$ cat config.mk
export PLATFORM = sky130hd
export DESIGN_NAME = id_ex_stage
export DESIGN_NICKNAME = d
export VERILOG_FILES = /design/src/rtl/alu_pkg.sv /design/src/rtl/fwd_mux.sv /design/src/rtl/id_ex_stage.sv
export SDC_FILE = /design/constraint.sdc
export NUM_CORES = 1
export LEC_CHECK = 0
export CORE_UTILIZATION = 35
export DETAILED_ROUTE_END_ITERATION = 8
export PLACE_DENSITY = 0.77
export SYNTH_ARGS = -nofsm -noshare
export SYNTH_HDL_FRONTEND = slang
export SYNTH_SLANG_ARGS = --single-unit
$ cat constraint.sdc
create_clock -name clk -period 5 [get_ports clk]
set_input_delay 1 -clock clk [delete_from_list [all_inputs] [get_ports clk]]
set_output_delay 1 -clock clk [all_outputs]
set_load 0.02 [all_outputs]
$ cat src/rtl/alu_pkg.sv
// ALU control encodings and default datapath widths shared by the ID/EX stage.
package alu_pkg;

  localparam int XLEN_DEF  = 32;
  localparam int RA_W_DEF  = 5;
  localparam int CTL_W_DEF = 4;

  typedef enum logic [3:0] {
    ALU_ADD  = 4'b0000,
    ALU_ADDS = 4'b0001,
    ALU_SUB  = 4'b0010,
    ALU_SUBS = 4'b0011,
    ALU_AND  = 4'b0100,
    ALU_OR   = 4'b0101,
    ALU_XOR  = 4'b0110,
    ALU_NOR  = 4'b0111,
    ALU_SLTU = 4'b1000,
    ALU_SLT  = 4'b1001,
    ALU_SLL  = 4'b1100,
    ALU_SRL  = 4'b1101,
    ALU_SRA  = 4'b1110
  } alu_ctl_e;

endpackage

$ cat src/rtl/fwd_mux.sv
// Operand forwarding select for one source register: MEM beats WB beats regfile.
module fwd_mux #(
  parameter int XLEN = 32,
  parameter int RA_W = 5
) (
  input  logic [RA_W-1:0] rs,
  input  logic [XLEN-1:0] rf_val,
  input  logic            mem_wen,
  input  logic [RA_W-1:0] mem_rd_addr,
  input  logic [XLEN-1:0] mem_data,
  input  logic            wb_wen,
  input  logic [RA_W-1:0] wb_rd_addr,
  input  logic [XLEN-1:0] wb_data,
  output logic [XLEN-1:0] operand
);

  // x0 is never forwarded: whatever the regfile port supplies is used.
  always_comb begin
    operand = rf_val;
    if (rs != '0) begin
      if (mem_wen && mem_rd_addr == rs)     operand = mem_data;
      else if (wb_wen && wb_rd_addr == rs)  operand = wb_data;
    end
  end

endmodule

$ cat src/rtl/id_ex_stage.sv
// ID->EX pipeline register with MEM/WB forwarding, load-use stall and flush.
// Optional STAGE_PERF_CNT_EN adds saturating stall/bubble counters.
module id_ex_stage
  import alu_pkg::*;
#(
  parameter int XLEN  = XLEN_DEF,
  parameter int RA_W  = RA_W_DEF,
  parameter int CTL_W = CTL_W_DEF
) (
  input  logic             clk,
  input  logic             rst,
  input  logic             id_valid,
  output logic             id_ready,
  input  logic [RA_W-1:0]  id_rs1,
  input  logic [RA_W-1:0]  id_rs2,
  input  logic [XLEN-1:0]  id_rs1_val,
  input  logic [XLEN-1:0]  id_rs2_val,
  input  logic [XLEN-1:0]  id_imm,
  input  logic [XLEN-1:0]  id_pc,
  input  logic             id_use_imm,
  input  logic             id_use_pc,
  input  logic [CTL_W-1:0] id_alu_ctl,
  input  logic [RA_W-1:0]  id_rd,
  input  logic             id_mem_rd,
  input  logic             flush,
  input  logic             mem_wen,
  input  logic [RA_W-1:0]  mem_rd_addr,
  input  logic [XLEN-1:0]  mem_fwd_data,
  input  logic             wb_wen,
  input  logic [RA_W-1:0]  wb_rd_addr,
  input  logic [XLEN-1:0]  wb_fwd_data,
  output logic             ex_valid,
  input  logic             ex_ready,
  output logic [XLEN-1:0]  ex_alu_da,
  output logic [XLEN-1:0]  ex_alu_db,
  output logic [CTL_W-1:0] ex_alu_ctl,
  output logic [XLEN-1:0]  ex_rs2_val,
  output logic [RA_W-1:0]  ex_rd,
  output logic             ex_mem_rd
`ifdef STAGE_PERF_CNT_EN
  ,
  output logic [31:0]      perf_stall_cnt,
  output logic [31:0]      perf_bubble_cnt
`endif
);

  localparam int NUM_SRC = 2;

  logic [NUM_SRC-1:0][RA_W-1:0] src_rs;
  logic [NUM_SRC-1:0][XLEN-1:0] src_val;
  logic [NUM_SRC-1:0][XLEN-1:0] src_fwd;

  assign src_rs  = {id_rs2, id_rs1};
  assign src_val = {id_rs2_val, id_rs1_val};

  for (genvar g = 0; g < NUM_SRC; g++) begin : g_fwd
    fwd_mux #(.XLEN(XLEN), .RA_W(RA_W)) u_fwd (
      .rs          (src_rs[g]),
      .rf_val      (src_val[g]),
      .mem_wen     (mem_wen),
      .mem_rd_addr (mem_rd_addr),
      .mem_data    (mem_fwd_data),
      .wb_wen      (wb_wen),
      .wb_rd_addr  (wb_rd_addr),
      .wb_data     (wb_fwd_data),
      .operand     (src_fwd[g])
    );
  end

  logic             ex_valid_q,   ex_valid_d;
  logic [XLEN-1:0]  ex_alu_da_q,  ex_alu_da_d;
  logic [XLEN-1:0]  ex_alu_db_q,  ex_alu_db_d;
  logic [CTL_W-1:0] ex_alu_ctl_q, ex_alu_ctl_d;
  logic [XLEN-1:0]  ex_rs2_val_q, ex_rs2_val_d;
  logic [RA_W-1:0]  ex_rd_q,      ex_rd_d;
  logic             ex_mem_rd_q,  ex_mem_rd_d;

  logic advance, hazard, capture;

  // A load in EX blocks any consumer; rs1 is irrelevant when operand A is the PC.
  assign advance  = !ex_valid_q || ex_ready;
  assign hazard   = ex_valid_q && ex_mem_rd_q && (ex_rd_q != '0) &&
                    ((ex_rd_q == id_rs1 && !id_use_pc) || ex_rd_q == id_rs2);
  assign id_ready = advance && !hazard && !flush;
  assign capture  = id_valid && id_ready;

  always_comb begin
    ex_valid_d   = ex_valid_q;
    ex_alu_da_d  = ex_alu_da_q;
    ex_alu_db_d  = ex_alu_db_q;
    ex_alu_ctl_d = ex_alu_ctl_q;
    ex_rs2_val_d = ex_rs2_val_q;
    ex_rd_d      = ex_rd_q;
    ex_mem_rd_d  = ex_mem_rd_q;
    if (flush) begin
      ex_valid_d = 1'b0;
    end else if (capture) begin
      ex_valid_d   = 1'b1;
      ex_alu_da_d  = id_use_pc  ? id_pc  : src_fwd[0];
      ex_alu_db_d  = id_use_imm ? id_imm : src_fwd[1];
      ex_alu_ctl_d = id_alu_ctl;
      ex_rs2_val_d = src_fwd[1];
      ex_rd_d      = id_rd;
      ex_mem_rd_d  = id_mem_rd;
    end else if (advance) begin
      ex_valid_d = 1'b0;
    end
  end

  always_ff @(posedge clk) begin
    if (rst) begin
      ex_valid_q   <= 1'b0;
      ex_alu_da_q  <= '0;
      ex_alu_db_q  <= '0;
      ex_alu_ctl_q <= CTL_W'(ALU_ADD);
      ex_rs2_val_q <= '0;
      ex_rd_q      <= '0;
      ex_mem_rd_q  <= 1'b0;
    end else begin
      ex_valid_q   <= ex_valid_d;
      ex_alu_da_q  <= ex_alu_da_d;
      ex_alu_db_q  <= ex_alu_db_d;
      ex_alu_ctl_q <= ex_alu_ctl_d;
      ex_rs2_val_q <= ex_rs2_val_d;
      ex_rd_q      <= ex_rd_d;
      ex_mem_rd_q  <= ex_mem_rd_d;
    end
  end

  assign ex_valid   = ex_valid_q;
  assign ex_alu_da  = ex_alu_da_q;
  assign ex_alu_db  = ex_alu_db_q;
  assign ex_alu_ctl = ex_alu_ctl_q;
  assign ex_rs2_val = ex_rs2_val_q;
  assign ex_rd      = ex_rd_q;
  assign ex_mem_rd  = ex_mem_rd_q;

`ifdef STAGE_PERF_CNT_EN
  logic [31:0] stall_cnt_q,  stall_cnt_d;
  logic [31:0] bubble_cnt_q, bubble_cnt_d;
  logic        bubble_wr;

  // Every cycle that clears ex_valid without a capture writes a bubble.
  assign bubble_wr = flush || (advance && !capture);

  always_comb begin
    stall_cnt_d  = stall_cnt_q;
    bubble_cnt_d = bubble_cnt_q;
    if (id_valid && !id_ready && !flush && stall_cnt_q != '1)
      stall_cnt_d = stall_cnt_q + 32'd1;
    if (bubble_wr && bubble_cnt_q != '1)
      bubble_cnt_d = bubble_cnt_q + 32'd1;
  end

  always_ff @(posedge clk) begin
    if (rst) begin
      stall_cnt_q  <= '0;
      bubble_cnt_q <= '0;
    end else begin
      stall_cnt_q  <= stall_cnt_d;
      bubble_cnt_q <= bubble_cnt_d;
    end
  end

  assign perf_stall_cnt  = stall_cnt_q;
  assign perf_bubble_cnt = bubble_cnt_q;
`endif

endmodule

==> impl_metrics.json <==
{
  "grt_overflow": 0,
  "reg2reg_depth": 6,
  "syn_area_um2": 6340,
  "worst_r2r_startpoint": "ex_rd[1]$_SDFFE_PP0P_",
  "clock_path_buffers": 2,
  "cp_top_family": "buffers and inverters",
  "synth_top_area_frac": 0.338,
  "ant_nets": 0,
  "maxCapViolCount": 0,
  "row_count": 48,
  "grt_max_degree": 86,
  "start_kind": "input port",
  "max_slew_margin": 0.219,
  "worstHoldStart": "ex_rs2_val[11]$_SDFFE_PP0P_",
  "cts_tree": "yes",
  "yosysWarningCount": 0,
  "path_buf_inv": 2,
  "crit_chain": "clkdlybuf4s50_1, xnor2_1, nand4_1, o32a_1, o21a_1, clkdlybuf4s50_1",
  "area_growth_pct": 58.8,
  "clock_latency_ns": 0.36,
  "synthesis.instances": 780,
  "hold_path.class": "reg2reg",
  "rsz0062_at_grt": "false",
  "synth-xor-area-share": 0.0414,
  "coreArea_um2": 17500,
  "drtIter0Drc": 578,
  "crit_type": "in2out",
  "drt-total-wl_mm": 25.3,
  "p_leak_nw": 3.80,
  "post_cts_resized": 0,
  "min_to": "ex_rs2_val[11]$_SDFFE_PP0P_",
  "arrival_ns": 3.04,
  "grt_usage": 0.270,
  "vias": 7020,
  "cts.sinks": 107,
  "post-place-ws_ns": 0.793,
  "path_clk_slew_ns": 0.08,
  "htreeDepth": 3,
  "cts_buffers": 9,
  "fmax_ghz": 0.247,
  "viasPerCell": 5.42,
  "wl_per_cell_um": 19.6,
  "grt_pass1_wl_mm": 37.9,
  "status": "complete, no violations",
  "drc": 0,
  "dp.final_hpwl_mm": 19.0,
  "synth_top_family_by_area": "compound AO/OA/AOI/OAI gates",
  "hold_viol": 0,
  "fillerInstances": 1629,
  "die_x_um": 137,
  "timing.final.setup_violations": 0,
  "synth_top_cell_by_area": "dfxtp_1",
  "synth_seq_cells": 107,
  "start_util": 0.363,
  "hold_depth": 2,
  "crit_required_ns": 4.00,
  "cts_setup_buffers": 0,
  "postLayoutCellArea_um2": 10100,
  "synth-seq-area-share": 0.338,
  "power_density_nw_per_um2": 229,
  "drive_gt1_frac": 0.0674,
  "root_buffer": "clkbuf_16",
  "crit_path_max_incr_delay_ns": 0.59,
  "fin_ws_ns": 0.958,
  "hold_buffers": 0,
  "finalPower_w": 0.00230,
  "ys_types": 34,
  "die_y_um": 137,
  "min_period_ns": 4.04,
  "tns_ns": 0,
  "end_kind": "output port",
  "synth.area.top_cells": "dfxtp_1 34%, a221o_1 10%, a311oi_2 7.3%",
  "synth_simple_gate_area_frac": 0.126,
  "synth_nets": 1011,
  "fin_nets": 1295,
  "ir_drop_v": 0.000154,
  "first_global_vias": 6627,
  "antenna_found_initial": 2,
  "drt_pass1_iterations": 5,
  "skew_ns": 0.0110,
  "placedCellCount": 1278,
  "dpl_cell_area_um2": 9800,
  "stdcell_count": 1296,
  "io_buffer_count": 338,
  "muxShareOfSynthArea": 0.0158,
  "syn_avg_cell_area_um2": 8.13,
  "synth_adder_area_share": 0,
  "dieArea_um2": 18700,
  "cp_max_fo": 4,
  "worst_path_most_repeated_cell": "clkdlybuf4s50_1",
  "worst_slew_pin_slew_ns": 1.17,
  "rrSetupSlack_ns": 1.63,
  "reg2reg_to": "ex_alu_da[21]$_SDFFE_PP0P_",
  "ios": 339,
  "crit_path_top_delay_cell": "clkdlybuf4s50_1",
  "synth_compound_area_frac": 0.372,
  "final.period_utilization": 0.808,
  "slew_viol_final": 0,
  "gp_congestion": 0.912
}
-- area by class of cell --
class / count / area (µm²) / share of cell area
Multi-Input combinational cell: 501 / 3560 / 0.353
Inverter: 95 / 357 / 0.0354
Clock inverter: 6 / 46.3 / 0.00459
Clock buffer: 10 / 229 / 0.0227
Timing Repair Buffer: 350 / 3460 / 0.343
Antenna cell: 2 / 5.00 / 0.000497
Sequential cell: 107 / 2140 / 0.213
Tap cell: 225 / 282 / 0.0279
-- cell families (layout without fill, tap and decap cells) --
logic type,Yosys count,count (layout)
AOI/OAI and AO/OA,264,264
xor gates and xnor gates,30,30
buffers and inverters,172,461
DFF,107,107
muxes,10,10
other,0,2
and+or+nand+nor,197,197
-- cell usage after synthesis (all sizes together) --
cell type,count
a211oi,1
a21oi,65
a221o,64
a22o,31
a311oi,64
and2,2
buf,21
clkbuf,56
dfxtp,107
inv,95
mux2i,10
nand2,100
nand3,3
nand4,3
nor2,79
nor2b,1
nor3,3
nor4,2
o211a,1
o211ai,2
o21a,1
o21ai,1
o221ai,32
o32a,1
o41ai,1
or2,1
or3b,1
or4,2
xnor2,21
xor2,9
-- layout by cell type (no fill, tap or decap), types with 3 or more instances in the layout --
cell type        instances
dfxtp_1                107
clkdlybuf4s50_1        335
mux2i_1                 10
clkbuf_16                9
a311oi_2                31
xnor2_1                 21
o221ai_1                32
nand4_1                  3
inv_1                   95
xor2_1                   9
nand2_1                 99
inv_6                    3
a311oi_1                33
nand3_1                  3
nor2_1                  79
a221o_1                 64
buf_4                   13
a21oi_1                 64
a22o_1                  31
-- power by group --
part / switching, W / internal (W) / total, W
Sequential: 0.0000317 / 0.000905 / 0.000937
Clock: 0.000348 / 0.000344 / 0.000691
Combinational: 0.000318 / 0.000359 / 0.000677
-- metrics by stage --
step,hold slack (ns),utilization
4_1_cts,0.457,0.576
3_3_place_gp,0.441,0.561
2_1_floorplan,0.535,-
6_report,0.456,0.577
5_1_grt,0.478,0.577
3_5_place_dp,0.447,0.561
-- flip-flops by register name, summed over array words and instances, names as in the netlist --
signal,flops
ex_rd,5
ex_alu_db,32
ex_mem_rd,1
ex_alu_ctl,4
ex_valid,1
ex_rs2_val,32
ex_alu_da,32
-- worst max path at each step --
stage               startpoint                         end  cells past startpoint
floorplan            id_rs1[3]                    id_ready                      4
global placement     id_rs1[3]  ex_alu_da[27]$_SDFFE_PP0P_                      8
detailed placement   id_rs1[3]  ex_alu_da[21]$_SDFFE_PP0P_                      8
CTS                  id_rs1[3]                    id_ready                      6
global route         id_rs1[1]                    id_ready                      6
finish               id_rs1[3]                    id_ready                      6
-- tightest hold or removal path: stages (launching register included) --
cell     delay (ns)
dfxtp_1        0.31
nand2_1        0.05
a21oi_1        0.05
-- per-layer routing --
metal  up-vias  routed length, µm  track usage
li1       3415                  -            -
met1      3268              10900        0.354
met2       307              12000        0.429
met3        30               1850       0.0615
met4         0                665        0.102
met5         -                  0            0
Note: power is estimated with default switching activity, not from simulation.
